===== config.mk =====
export PLATFORM = sky130hd
export DESIGN_NAME = uart_rx
export DESIGN_NICKNAME = d
export VERILOG_FILES = /design/src/rtl/uart_rx.sv
export SDC_FILE = /design/constraint.sdc
export NUM_CORES = 1
export LEC_CHECK = 0
export CAP_MARGIN = 20
export CORE_MARGIN = 10
export CORE_UTILIZATION = 25
export CTS_BUF_LIST = sky130_fd_sc_hd__clkbuf_16
export DETAILED_ROUTE_END_ITERATION = 10
export GPL_ROUTABILITY_DRIVEN = 1
export PLACE_DENSITY = 0.43
export SETUP_SLACK_MARGIN = 0.3
export SYNTH_ARGS = -nofsm -noshare
export SYNTH_HDL_FRONTEND = slang
export SYNTH_SLANG_ARGS = --single-unit

===== constraint.sdc =====
create_clock -name clk -period 3.6 [get_ports clk]
set_input_delay 1.08 -clock clk [delete_from_list [all_inputs] [get_ports clk]]
set_output_delay 1.08 -clock clk [all_outputs]
set_load 0.005 [all_outputs]

===== src/rtl/uart_rx.sv =====
// UART receiver: 2-flop synchronised rx, 16x oversampled start/data/stop sampling,
// registered byte output with a one-cycle completion strobe.
module uart_rx #(
  parameter int DBIT    = 8,   // data bits per frame, LSB first (5..8)
  parameter int SB_TICK = 16   // s_tick count for the stop period
) (
  input  logic            clk,
  input  logic            reset,
  input  logic            rx,
  input  logic            s_tick,
  output logic            rx_done_tick,
  output logic [DBIT-1:0] dout,
  output logic            frame_err,
  output logic            busy
);

  localparam int SW = (SB_TICK > 16) ? $clog2(SB_TICK) : 4;

  localparam logic [SW-1:0] S_MID  = SW'(7);
  localparam logic [SW-1:0] S_LAST = SW'(15);
  localparam logic [SW-1:0] S_STOP = SW'(SB_TICK - 1);
  localparam logic [2:0]    N_LAST = 3'(DBIT - 1);

  typedef enum logic [1:0] {
    IDLE,
    START,
    DATA,
    STOP
  } state_t;

  state_t          state, state_next;
  logic [SW-1:0]   s, s_next;
  logic [2:0]      n, n_next;
  logic [DBIT-1:0] b, b_next;
  logic [DBIT-1:0] dout_next;
  logic            frame_err_next;
  logic            done_next;
  logic            rx_meta, rx_s;

  // Synchroniser presets to idle-high so leaving reset never reads as a start bit.
  always_ff @(posedge clk or posedge reset) begin
    if (reset) begin
      rx_meta <= 1'b1;
      rx_s    <= 1'b1;
    end else begin
      // NOTE: non-blocking assignments make both flops sample the pre-edge values,
      // giving a true two-stage pipeline; blocking here would collapse it to one.
      rx_meta <= rx;
      rx_s    <= rx_meta;
    end
  end

  always_ff @(posedge clk or posedge reset) begin
    if (reset) begin
      state        <= IDLE;
      s            <= '0;
      n            <= '0;
      b            <= '0;
      dout         <= '0;
      frame_err    <= 1'b0;
      rx_done_tick <= 1'b0;
    end else begin
      state        <= state_next;
      s            <= s_next;
      n            <= n_next;
      b            <= b_next;
      dout         <= dout_next;
      frame_err    <= frame_err_next;
      rx_done_tick <= done_next;
    end
  end

  always_comb begin
    // NOTE: every output of this block gets a default first, so no path can leave
    // a variable unassigned and infer a latch.
    state_next     = state;
    s_next         = s;
    n_next         = n;
    b_next         = b;
    dout_next      = dout;
    frame_err_next = frame_err;
    done_next      = 1'b0;

    unique case (state)
      IDLE: begin
        if (!rx_s) begin
          state_next = START;
          s_next     = '0;
        end
      end

      START: begin
        if (s_tick) begin
          if (s == S_MID) begin
            // Mid-start-bit check rejects glitches shorter than half a bit.
            if (!rx_s) begin
              state_next = DATA;
              s_next     = '0;
              n_next     = '0;
            end else begin
              state_next = IDLE;
            end
          end else begin
            s_next = s + SW'(1);
          end
        end
      end

      DATA: begin
        if (s_tick) begin
          if (s == S_LAST) begin
            s_next = '0;
            b_next = {rx_s, b[DBIT-1:1]};
            if (n == N_LAST) state_next = STOP;
            else             n_next     = n + 3'd1;
          end else begin
            s_next = s + SW'(1);
          end
        end
      end

      STOP: begin
        if (s_tick) begin
          if (s == S_STOP) begin
            dout_next      = b;
            frame_err_next = ~rx_s;
            done_next      = 1'b1;
            state_next     = IDLE;
          end else begin
            s_next = s + SW'(1);
          end
        end
      end

      default: state_next = IDLE;
    endcase
  end

  assign busy = (state != IDLE);

endmodule


==> results of run 1 <==
[kinds of logic (layout without fill, tap and decap cells)]
logic type	count (synthesis)	count (layout)	synth area share [%]
buffers and inverters	9	29	2.76
multiplexers	21	21	18.5
AND/OR/NAND/NOR	21	21	10.9
flip-flops	29	29	57.3
adder cells (fa/ha/maj)	3	3	2.95
AO/OA/AOI/OAI	12	12	6.89
XOR/XNOR	1	1	0.689
[worst paths after layout]
kind                           from           end  slack, ns
max                        state[0]          busy       0.92
min                         rx_meta          rx_s       0.36
max reg2reg                    s[1]          n[0]       1.55
min reg2reg                 rx_meta          rx_s       0.36
max in group asynchronous     reset       rx_meta       2.09
min in group asynchronous     reset  rx_done_tick       1.19
[metal layers]
layer / GRT usage, % / vias up / share of wire (%)
met2: 9.61 / 15 / 47
met4: 3.52 / 0 / 2.0
met5: 0 / - / 0
li1: - / 380 / -
met1: 7.57 / 393 / 47
met3: 1.89 / 5 / 4.5
[flip-flops by register name, indices dropped and copies added (netlist names), named ones only]
name          flops
rx_s              1
frame_err         1
state             1
rx_done_tick      1
dout              8
rx_meta           1
s                 4
n                 3
b                 8
[report_power, final]
group	internal, mW	leakage (nW)	total, mW	switching, mW
clock network	0.250	0.0748	0.386	0.136
registers	0.368	0.382	0.435	0.0671
logic	0.0918	0.328	0.158	0.0664
total	0.710	0.785	0.979	0.269
[placed cells by master (no fill, tap or decap)]
master           synthesis  layout
or3_1                    1       1
o21ai_0                  4       4
and3_1                   1       1
o21a_1                   1       1
mux2_2                  20      20
ha_1                     3       3
a22o_2                   1       1
nor3_1                   1       1
mux2i_1                  1       1
buf_4                    0       1
nand2_1                  4       4
a21oi_1                  1       1
and3b_1                  2       2
dfstp_2                  2       2
dfrtp_1                 27      27
xnor2_1                  1       1
a32o_2                   1       1
nor3b_4                  1       1
nor4_1                   1       1
nand4_1                  1       1
clkdlybuf4s50_1          0      14
clkinv_2                 0       2
and4_4                   1       1
inv_1                    6       7
clkbuf_16                0       5
nor3b_1                  1       1
and4bb_2                 1       1
a21o_1                   1       1
a22o_1                   2       2
o22a_1                   1       1
nand3_1                  3       3
nor2_1                   3       3
[cell type report]
class	instances	area share, %
flip-flops and latches	29	44.7
multi-input cells	58	31.2
repair buffers	15	9.06
clock buffers	5	7.68
well taps	67	5.15
inverters	6	1.38
clock inverters	3	0.845
[per-stage QoR]
step | std cells | utilization, % | power [mW]
2_1_floorplan | 96 | - | 0.546
3_3_place_gp | 175 | 30.9 | 0.597
3_5_place_dp | 175 | 30.9 | 0.604
4_1_cts | 183 | 33.8 | 0.993
5_1_grt | 183 | 33.8 | 1.04
6_report | 183 | 33.8 | 0.979
[worst max-delay path: stages (launching register included)]
cell and delay [ns]:
dfrtp_1 0.59, nor2_1 0.12, inv_1 0.10, clkdlybuf4s50_1 0.51
==> metrics.cfg, run 1 <==
[outcome]
status=finished clean

[timing]
hold_viol_final=0
setup_slack_ns=0.924
drv_slew=0
setup_viol=0
whs_ns=0.355
clock.fmax_mhz=374
period_share_pct=74.3
relSlewSlack_pct=55.1
finalSetupTns_ns=0
fin_skew_ns=0.00525
worst_slew_pin_slew_ns=0.667
final.min_clock_period_ns=2.68
grt_setup_unrepaired=no

[power_and_ir_drop]
vdd.ir_drop.worst_v=0.000248
p_per_area_nw_per_um2=601
p_leak_nw=0.785

[grt]
grt_pass1_vias=850
grt.total_usage_pct=6.24
grt_overflow=0
grt_pass1_wl_microns=4240
grt_max_degree=30
antenna_found_initial=0

[detailed_routing]
routed_wl_microns=2390
vias=793
wl_per_cell_microns=13.0
vias_per_cell=4.33
remaining_drc_errors=0
drt-initial-drc-count=46
drtAntennaViolNets=0
first_pass_iters=4

[cts]
cts_tree=built
clkSlewWorstSetupHoldPaths_ns=0.05
htreeDepth=2
cts_resized=0
clockBufferDepth=2
clkLatencyLatePin_ns=0.27
cts_root_buf=clkbuf_16
cts.sinks=29
cts_buffers=5
cts_setup_buffers=0
hold_buffers=0

[synth]
syn-num-nets=103
synth.top_cell.area_share_pct=53.1
synth-edff-count=0
async_flop_share_pct=100
synth_top_area_cell=dfrtp_1
ys_types=30
ys_top_cells_by_count=27 x dfrtp_1, 20 x mux2_2, 6 x inv_1
synth_flop_cell=dfrtp_1
synth.avg_cell_area_sq_um=13.2
synth_cells=96
ys_warn_count=0
syn_area_sq_um=1270
yosys-top-cells-area=dfrtp_1 53%, mux2_2 18%, dfstp_2 4.1%
seq_area_frac_synth_pct=57.3
yosysMostFrequentCell=dfrtp_1
ys_seq_elements=29

[critical_path]
ff2ff_path_depth=5
path_max_fanout=13
path_class=reg2out
critPathArrivalTime_ns=1.60
start_kind=flip-flop
end_kind=primary output
worstPathRequired_ns=2.52

[floorplanning]
initial_core_util_pct=26.4
std_cell_rows=25
design.die.area_sq_um=8340
die_h_microns=91.3
die_w_microns=91.3
core_sq_um=4820
io_pins=15

[finish]
drive_gt1_share_pct=30.2
register_area_sq_um=728
finalNetCount=122
filler_cell_count=494
multi_input_area_sq_um=508
final_area_sq_um=1630
diodes=0
area_growth_pct=28.1

[place]
hpwlAfterDp_microns=1670
routabilityCongestion=0.761
port_buffers=14
dpl_cell_area_sq_um=1490
dp_worst_setup_slack_ns=0.705

[min_path]
whs_path_depth=0
min_path_type=reg2reg

[flow_run]
maxCapViolCount=0

No activity file was read; power rests on OpenSTA's default activity.
==> inputs of run 2 (changes only) <==
==> constraint.sdc (replaced) <==
create_clock -name clk -period 2.6 [get_ports clk]
set_input_delay 0.78 -clock clk [delete_from_list [all_inputs] [get_ports clk]]
set_output_delay 0.78 -clock clk [all_outputs]
set_load 0.005 [all_outputs]
==> metrics.cfg, run 2 (same netlist as run 1, synthesis figures left out) <==
[outcome]
status=finished clean

[power_and_ir_drop]
power_frac_comb_pct=19.3  ; +3.1 points
switchingPower_uw=374  ; +39%
power_frac_seq_pct=39.0  ; -5.5 points
vdd.ir_drop.worst_v=0.000282  ; +14%
p_per_area_nw_per_um2=873  ; +45%
p_sw_share_pct=25.1  ; -2.4 points
p_leak_nw=0.823  ; +4.9%
power_frac_clock_pct=41.7  ; +2.3 points
cellInternalPower_mw=1.12  ; +57%

[critical_path]
ff2ff_path_depth=5  ; unchanged
crit_path_cell_trace=nor2_1, inv_1, clkdlybuf4s50_1
critical-path-max-stage-delay_ns=0.45  ; -0.14 ns
worstPathRequired_ns=1.82  ; -0.70 ns
r2r-start=s[0]
path_max_fanout=6  ; -7
start_kind=flip-flop
end_kind=primary output
path_class=reg2out
reg2reg_to=b[5]
crit_slowest_cell=clkdlybuf4s50_1
crit_end=busy
reg2reg_slack_ns=0.82  ; -0.73 ns
critPathArrivalTime_ns=1.37  ; -0.23 ns

[min_path]
min_path_type=reg2reg
hp-start=rx_meta

[flow_run]
maxCapViolCount=0  ; unchanged

[detailed_routing]
vias_per_cell=4.29  ; -1.0%
top_layer=met4
route.met3.wl_microns=113  ; +5.6%
drt-initial-drc-count=47  ; +2.2%
remaining_drc_errors=0  ; unchanged
wl_per_cell_microns=12.7  ; -2.9%
wl_met2_microns=1080  ; -3.5%
routed_wl_microns=2410  ; +0.84%
drtAntennaViolNets=0  ; unchanged
vias=815  ; +2.8%
first_pass_iters=6  ; +2
wl_met1_microns=1170  ; +4.9%

[floorplanning]
design.die.area_sq_um=8340  ; unchanged
core_sq_um=4820  ; unchanged
std_cell_rows=25  ; unchanged
io_pins=15  ; unchanged
initial_core_util_pct=26.4  ; unchanged
die_h_microns=91.3  ; unchanged
die_w_microns=91.3  ; unchanged

[finish]
area_growth_pct=34.4
drive_gt1_share_pct=35.0  ; +4.8 points
reg.largest.list=b: 8 flops, dout: 8 flops, s: 4 flops
layout_commonest_cell=dfrtp_1
post-route-util_pct=35.5  ; +1.6 points
filler_cell_count=494  ; unchanged
diodes=0  ; unchanged
finalNetCount=129  ; +5.7%
final_cell_mix=25 x dfrtp_1, 20 x mux2_2, 14 x clkdlybuf4s50_1

[place]
hpwlAfterDp_microns=1620  ; -2.6%
routabilityCongestion=0.756  ; -0.62%
port_buffers=14  ; unchanged

[grt]
grt_overflow=0  ; unchanged
grt_max_degree=30  ; unchanged
antenna_found_initial=0  ; unchanged
grt.total_usage_pct=6.40  ; +0.16 points
grt_pass1_wl_microns=4240  ; unchanged
grt_pass1_vias=881  ; +3.6%

[cts]
cts.sinks=29  ; unchanged
cts_buffers=5  ; unchanged
cts_tree=built
clkLatencyLatePin_ns=0.27  ; about the same
clockBufferDepth=2  ; unchanged
clkSlewWorstSetupHoldPaths_ns=0.05  ; about the same
cts_root_buf=clkbuf_16
htreeDepth=2  ; unchanged
hold_buffers=0  ; unchanged

[timing]
grt_setup_unrepaired=no
fin_skew_ns=0.00497  ; -0.000287 ns
hold_viol_final=0  ; unchanged
drv_slew=0  ; unchanged
clock.fmax_mhz=465
final.min_clock_period_ns=2.15
finalSetupTns_ns=0  ; unchanged
period_share_pct=82.8
setup_viol=0  ; unchanged
relSlewSlack_pct=75.1  ; +20 points
worst_slew_pin_slew_ns=0.374  ; -0.293 ns

-- run 2: metrics by stage --
step / instances / total power [mW] / setup slack, ns / area (sq um) / hold WS [ns]
finish: 190 / 1.49 / 0.448 / 1710 / 0.354
global route: 190 / 1.59 / 0.375 / 1710 / 0.367
CTS: 186 / 1.48 / 0.347 / 1680 / 0.354
detailed placement: 178 / 0.839 / 0.309 / 1510 / 0.347
global placement: 178 / 0.833 / 0.335 / 1510 / 0.347
floorplan: 96 / 0.757 / 0.767 / 1270 / 0.345
-- run 2: layer usage --
layer | global-route usage [%] | up-vias
li1 | - | 396
met1 | 7.35 | 402
met2 | 9.07 | 15
met3 | 3.29 | 2
met4 | 4.31 | 0
met5 | 0 | -
-- run 2: critical path, delay by kind of cell (launching register included) --
kind | cells | cell delay [ns]
buffers and inverters | 2 | 0.53
and+or+nand+nor | 1 | 0.14
DFF | 1 | 0.43
-- run 2: how the worst min path moves through the flow --
stage | to | slack (ns) | cells after the start
after floorplan | rx_s | 0.35 | 0
after global placement | rx_s | 0.35 | 0
after detailed placement | rx_s | 0.35 | 0
after CTS | rx_s | 0.35 | 0
after global routing | rx_s | 0.37 | 0
final | rx_s | 0.35 | 0
-- run 2: layout make-up --
type                    instances  area [sq um]  share of cell area [%]
clock buffers                   5           125                    7.33
inverters                       6          22.5                    1.32
clock inverters                 3          37.5                    2.20
well taps                      67          83.8                    4.91
flip-flops and latches         29           731                    42.8
repair buffers                 22           200                    11.7
multi-input cells              58           508                    29.7
-- run 2: what timing repair did --
action | CTS | global route
buffers inserted | 0 | 4
resized for setup | 2 | 0
setup endpoints to repair | 1 | 1
-- run 2: power groups by stage --
stage          clock (mW)  combinational, mW  sequential, mW
3_5_place_dp            0              0.229           0.610
2_1_floorplan           0              0.192           0.564
6_report            0.622              0.289           0.581
4_1_cts             0.640              0.233           0.606
3_3_place_gp            0              0.225           0.607
5_1_grt             0.674              0.322           0.592
